==> src/rtl/seg7_shift_display_pkg.sv <==
// Shared state encoding and segment patterns for the serial seven-segment driver.
// Pattern byte layout is {dp, g, f, e, d, c, b, a}; a is bit 0.
package seg7_shift_display_pkg;

  typedef enum logic [2:0] {
    ST_IDLE     = 3'd0,
    ST_LOAD     = 3'd1,
    ST_SHIFT_LO = 3'd2,
    ST_SHIFT_HI = 3'd3,
    ST_LATCH    = 3'd4
  } state_t;

  localparam logic [7:0] SEG_BLANK = 8'h00;

  // Indexed by nibble value; entry 15 is listed first.
  localparam logic [15:0][7:0] SEG_TABLE = {
    8'h71, 8'h79, 8'h5E, 8'h39, 8'h7C, 8'h77, 8'h6F, 8'h7F,
    8'h07, 8'h7D, 8'h6D, 8'h66, 8'h4F, 8'h5B, 8'h06, 8'h3F
  };

  function automatic logic [7:0] seg_lookup(input logic [3:0] nibble);
    return SEG_TABLE[nibble];
  endfunction

endpackage

==> src/rtl/seg7_shift_display_hex.sv <==
// Hex nibble to segment pattern; dp (bit 7) is always 0 here.
// Purely combinational.
module hex_to_7seg
  import seg7_shift_display_pkg::*;
(
  input  logic [3:0] nibble,
  output logic [7:0] seg
);

  assign seg = seg_lookup(nibble);

endmodule

==> src/rtl/seg7_shift_display.sv <==
// Serialises a multi-digit seven-segment frame into a 74HC595-style chain, then latches it.
// Frame takes 1 + 2*HALF_PERIOD*NBITS + HALF_PERIOD cycles; requests are accepted only while idle.
module seg7_shift_display
  import seg7_shift_display_pkg::*;
#(
  parameter int NUM_DIGITS  = 2,
  parameter int HALF_PERIOD = 1,
  parameter bit ACTIVE_LOW  = 1'b0
) (
  input  logic                    CLK,
  input  logic                    i_reset,
  input  logic                    i_valid,
  output logic                    o_ready,
  input  logic [4*NUM_DIGITS-1:0] i_digits,
  input  logic [NUM_DIGITS-1:0]   i_dp,
  input  logic                    i_blank_lz,
  output logic                    o_ds,
  output logic                    o_sclk,
  output logic                    o_latch,
  output logic                    o_done
);

  localparam int NBITS = 8 * NUM_DIGITS;
  localparam int CNT_W = $clog2(NBITS + 1);
  localparam int HP_W  = $clog2(HALF_PERIOD + 1);
  localparam logic [HP_W-1:0]  HP_LAST  = HP_W'(HALF_PERIOD - 1);
  localparam logic [CNT_W-1:0] LAST_BIT = CNT_W'(NBITS - 1);

  state_t                   state_q, state_d;
  logic [4*NUM_DIGITS-1:0]  digits_q;
  logic [NUM_DIGITS-1:0]    dp_q;
  logic                     blank_lz_q;
  logic [NBITS-1:0]         frame_q, frame_d;
  logic [CNT_W-1:0]         bit_cnt_q;
  logic [HP_W-1:0]          hp_cnt_q;
  logic                     done_q;
  logic [NUM_DIGITS-1:0][7:0] seg_raw;
  logic                     lead;
  logic [7:0]               seg_k;
  logic                     accept, hp_end, last_bit;

  for (genvar g = 0; g < NUM_DIGITS; g++) begin : g_dec
    hex_to_7seg u_hex (
      .nibble(digits_q[4*g +: 4]),
      .seg   (seg_raw[g])
    );
  end

  // Leading zeros are blanked from the top digit down; digit 0 always shows.
  always_comb begin
    frame_d = '0;
    lead    = blank_lz_q;
    seg_k   = SEG_BLANK;
    for (int k = NUM_DIGITS - 1; k >= 0; k--) begin
      if (lead && (k > 0) && (digits_q[4*k +: 4] == 4'h0)) begin
        seg_k = SEG_BLANK;
      end else begin
        lead  = 1'b0;
        seg_k = seg_raw[k];
      end
      seg_k = seg_k | {dp_q[k], 7'b0};
      if (ACTIVE_LOW) begin
        seg_k = ~seg_k;
      end
      frame_d[8*k +: 8] = seg_k;
    end
  end

  assign hp_end   = (hp_cnt_q == HP_LAST);
  assign last_bit = (bit_cnt_q == LAST_BIT);
  assign accept   = (state_q == ST_IDLE) && i_valid;
  assign o_done   = done_q;

  always_ff @(posedge CLK or posedge i_reset) begin
    if (i_reset) begin
      state_q <= ST_IDLE;
    end else begin
      state_q <= state_d;
    end
  end

  always_comb begin
    state_d = state_q;
    o_ready = 1'b0;
    o_sclk  = 1'b0;
    o_latch = 1'b0;
    o_ds    = 1'b0;
    unique case (state_q)
      ST_IDLE: begin
        o_ready = 1'b1;
        if (i_valid) state_d = ST_LOAD;
      end
      ST_LOAD: state_d = ST_SHIFT_LO;
      ST_SHIFT_LO: begin
        o_ds = frame_q[NBITS-1];
        if (hp_end) state_d = ST_SHIFT_HI;
      end
      ST_SHIFT_HI: begin
        o_sclk = 1'b1;
        o_ds   = frame_q[NBITS-1];
        if (hp_end) state_d = last_bit ? ST_LATCH : ST_SHIFT_LO;
      end
      ST_LATCH: begin
        o_latch = 1'b1;
        if (hp_end) state_d = ST_IDLE;
      end
      default: state_d = ST_IDLE;
    endcase
  end

  always_ff @(posedge CLK or posedge i_reset) begin
    if (i_reset) begin
      digits_q   <= '0;
      dp_q       <= '0;
      blank_lz_q <= 1'b0;
      frame_q    <= '0;
      bit_cnt_q  <= '0;
      hp_cnt_q   <= '0;
      done_q     <= 1'b0;
    end else begin
      done_q <= (state_q == ST_LATCH) && hp_end;
      if (accept) begin
        digits_q   <= i_digits;
        dp_q       <= i_dp;
        blank_lz_q <= i_blank_lz;
      end
      case (state_q)
        ST_LOAD: begin
          frame_q   <= frame_d;
          bit_cnt_q <= '0;
          hp_cnt_q  <= '0;
        end
        ST_SHIFT_LO, ST_LATCH: begin
          hp_cnt_q <= hp_end ? '0 : hp_cnt_q + HP_W'(1);
        end
        ST_SHIFT_HI: begin
          if (hp_end) begin
            hp_cnt_q  <= '0;
            frame_q   <= {frame_q[NBITS-2:0], 1'b0};
            bit_cnt_q <= bit_cnt_q + CNT_W'(1);
          end else begin
            hp_cnt_q <= hp_cnt_q + HP_W'(1);
          end
        end
        default: ;
      endcase
    end
  end

endmodule

==> config.mk <==
export PLATFORM = sky130hd
export DESIGN_NAME = seg7_shift_display
export DESIGN_NICKNAME = d
export VERILOG_FILES = /design/src/rtl/seg7_shift_display_pkg.sv /design/src/rtl/seg7_shift_display_hex.sv /design/src/rtl/seg7_shift_display.sv
export SDC_FILE = /design/constraint.sdc
export NUM_CORES = 1
export LEC_CHECK = 0
export ABC_CLOCK_PERIOD_IN_PS = 4200
export CORE_UTILIZATION = 29
export CTS_CLUSTER_SIZE = 25
export DETAILED_ROUTE_END_ITERATION = 12
export GPL_TIMING_DRIVEN = 0
export SETUP_SLACK_MARGIN = 0.4
export SKIP_CTS_REPAIR_TIMING = 1
export SLEW_MARGIN = 20
export SYNTH_ARGS = -nofsm -noshare
export SYNTH_HDL_FRONTEND = slang
export SYNTH_HIERARCHICAL = 1
export SYNTH_SLANG_ARGS = --single-unit
==> constraint.sdc <==
create_clock -name CLK -period 4.2 [get_ports CLK]
set_clock_uncertainty 0.2 [all_clocks]
set_input_delay 0.84 -clock CLK [delete_from_list [all_inputs] [get_ports CLK]]
set_output_delay 0.84 -clock CLK [all_outputs]
set_load 0.05 [all_outputs]
==> impl_metrics.env <==
export IMPL_p_per_area_mw_per_mm2=692.4
export IMPL_multi_input_area_mm2=0.001241
export IMPL_ir_worst_vdd_uv=307.7
export IMPL_initial_core_util_pct=30.13
export IMPL_place_congestion=0.7284
export IMPL_max_freq_mhz=303.9
export IMPL_area_growth_pct=18.27
export IMPL_status="finished, final reports clean"
export IMPL_seqCellArea_um2=900.9
export IMPL_cts_sinks=36
export IMPL_min_period_ps=3290
export IMPL_crit_end="o_latch"
export IMPL_path_clk_slew_ps=70
export IMPL_startpoint="state_q[1]"
export IMPL_cp_required_ps=3160
export IMPL_synthFlopType="dfrtp_1"
export IMPL_port_buffers=18
export IMPL_synth_top_cell_area_share_pct=38.69
export IMPL_dieArea_mm2=0.008391
export IMPL_wl_mm=4.440
export IMPL_dr_pass1_iters=4
export IMPL_n_fill_cell=789
export IMPL_track_usage_pct=11.37
export IMPL_vias_per_cell=4.620
export IMPL_end_kind="primary output"
export IMPL_clock_path_buffers=2
export IMPL_setup_violations=0
export IMPL_synth_area_leaders="dfrtp_1, ha_1, mux2_4"
export IMPL_grt_max_degree=22
export IMPL_crit_path_start_kind="flip-flop"
export IMPL_drv_cap=0
export IMPL_final_period_utilization_pct=78.34
export IMPL_hold_start="frame_q[7]"
export IMPL_rr_startpoint="digits_q[5]"
export IMPL_num_antenna_cells=0
export IMPL_core_mm2=0.007727
export IMPL_ys_seq_elements=36
export IMPL_grt_pass1_vias=1569
export IMPL_fin_util_pct=35.64
export IMPL_cts_buffers=5
export IMPL_ant_nets=0
export IMPL_seq_area_frac_synth_pct=38.69
export IMPL_hold_class="flip-flop to flip-flop"
export IMPL_tns_ps=0
export IMPL_via_count=1631
export IMPL_synth_commonest_cells="dfrtp_1, a21oi_1, ha_1, inv_1, nor2b_1"
export IMPL_tightest_slew_ps=495.4
export IMPL_r2r_end="frame_q[11]"
export IMPL_die_x_um=91.61
export IMPL_grt_setup_unrepaired="false"
export IMPL_drt_iter0_drc=56
export IMPL_crit_type="flip-flop to primary output"
export IMPL_synth_area_mm2=0.002328
export IMPL_nets=280
export IMPL_routedWlPerCell_um=12.58
export IMPL_clkLatencyLatePin_ps=280
export IMPL_htreeDepth=2
export IMPL_p_leak_nw=1.228
export IMPL_rr_worst_depth=7
export IMPL_regToRegSetupSlack_ps=2160
export IMPL_post_dp_hpwl_mm=3.303
export IMPL_cts_tree="yes"
export IMPL_critPathArrivalTime_ps=2250
export IMPL_drc_errors=0
export IMPL_synth_net_count=254
export IMPL_ys_types=38
export IMPL_crit_path_max_fanout=10
export IMPL_num_io_pins=19
export IMPL_final_max_slew_viol_count=0
export IMPL_async_flop_share_pct=100.0
export IMPL_final_hold_viol_count=0
export IMPL_die_h_um=91.61
export IMPL_yosys_area_top_type="dfrtp_1"
export IMPL_antenna_found_initial=0
export IMPL_clockRootBuffer="clkbuf_8"
export IMPL_ys_warn_count=6
export IMPL_drive_above_1_share_pct=20.72
export IMPL_syn_avg_cell_area_um2=10.40
export IMPL_overflow=0
export IMPL_grt_pass1_wl_mm=7.603
export IMPL_slew_headroom_pct=66.87
export IMPL_synth_edff_count=0
export IMPL_synthCells=224
export IMPL_synth_most_common_cell="dfrtp_1"
export IMPL_num_rows=32
==> routing by layer <==
| layer | up-vias | GRT usage (%) | part of all wire [%] |
|---|---|---|---|
| met4 | 0 | 2.381 | 0.70 |
| li1 | 819 | - | - |
| met5 | - | 0 | 0 |
| met2 | 32 | 17.48 | 45 |
| met1 | 775 | 15.96 | 51 |
| met3 | 5 | 3.015 | 3.2 |
==> power by group <==
part | total [mW] | switching (mW) | internal [mW] | leakage (nW)
Combinational | 1.04 | 0.525 | 0.518 | 0.740
Sequential | 0.608 | 0.123 | 0.485 | 0.442
Clock | 0.256 | 0.122 | 0.134 | 0.0455
==> stage by stage <==
| stage | hold slack (ps) | setup WS (ps) | cell area [µm²] | power (mW) | instances |
|---|---|---|---|---|---|
| global route | 294.1 | 790.0 | 2754 | 2.069 | 353 |
| global placement | 257.8 | 1235 | 2636 | 1.630 | 344 |
| finish | 271.4 | 909.8 | 2754 | 1.907 | 353 |
| detailed placement | 260.8 | 1211 | 2664 | 1.665 | 345 |
| floorplan | 238.5 | 1280 | 2328 | 1.421 | 224 |
| CTS | 276.3 | 886.7 | 2754 | 1.928 | 353 |
==> state kept, by name (all words and copies together), names as in the netlist <==
signal and count:
state_q 3, dp_q 2, frame_q 16, blank_lz_q 1
digits_q 8, o_done 1, bit_cnt_q 5
==> cells in the final DEF (no fill, tap or decap), types with 5 or more instances in the layout <==
cell type        netlist  routed
nor2b_1               13      13
ha_1                  16      16
o21ai_1                8       8
nor2_1                11      11
a21oi_1               17      17
mux2i_1               10      10
clkdlybuf4s50_1        0      18
mux2_2                 8       8
nand2_1               11      11
inv_1                 16      15
o21ai_0               12      12
buf_2                  7       7
clkbuf_8               0       6
mux2_4                12      12
dfrtp_1               36      36
nor3_1                 5       5
==> kinds of logic after synthesis <==
family                     Yosys count  share of synthesized area [%]
AOI/OAI and AO/OA                   52                          13.65
and+or+nand+nor                     53                          12.57
muxes                               32                          18.16
adders and majority gates           16                          8.597
other                                2                         0.3225
DFF                                 36                          38.69
buffers and inverters               33                          8.006
==> worst min-delay path by stage <==
stage / to / slack, ps / cells after the start
3_5_place_dp: frame_q[7] / 260 / 2
2_1_floorplan: frame_q[0] / 240 / 2
6_report: frame_q[7] / 270 / 2
5_1_grt: frame_q[0] / 290 / 2
4_1_cts: frame_q[7] / 280 / 2
3_3_place_gp: frame_q[7] / 260 / 2
==> layout make-up <==
type / instances / area share, %
sequential: 36 / 32.71
timing repair buffer: 19 / 7.542
clock buffer: 8 / 3.271
inverter: 16 / 2.181
buffer: 17 / 4.589
multi-input combinational: 155 / 45.07
tap: 102 / 4.634
==> critical path, cell delays in order (launching register included) <==
cell	delay [ps]
dfrtp_1	460
buf_2	220
buf_2	200
nor3_1	240
clkdlybuf4s50_1	850
Power figures use the tool's default switching activity.
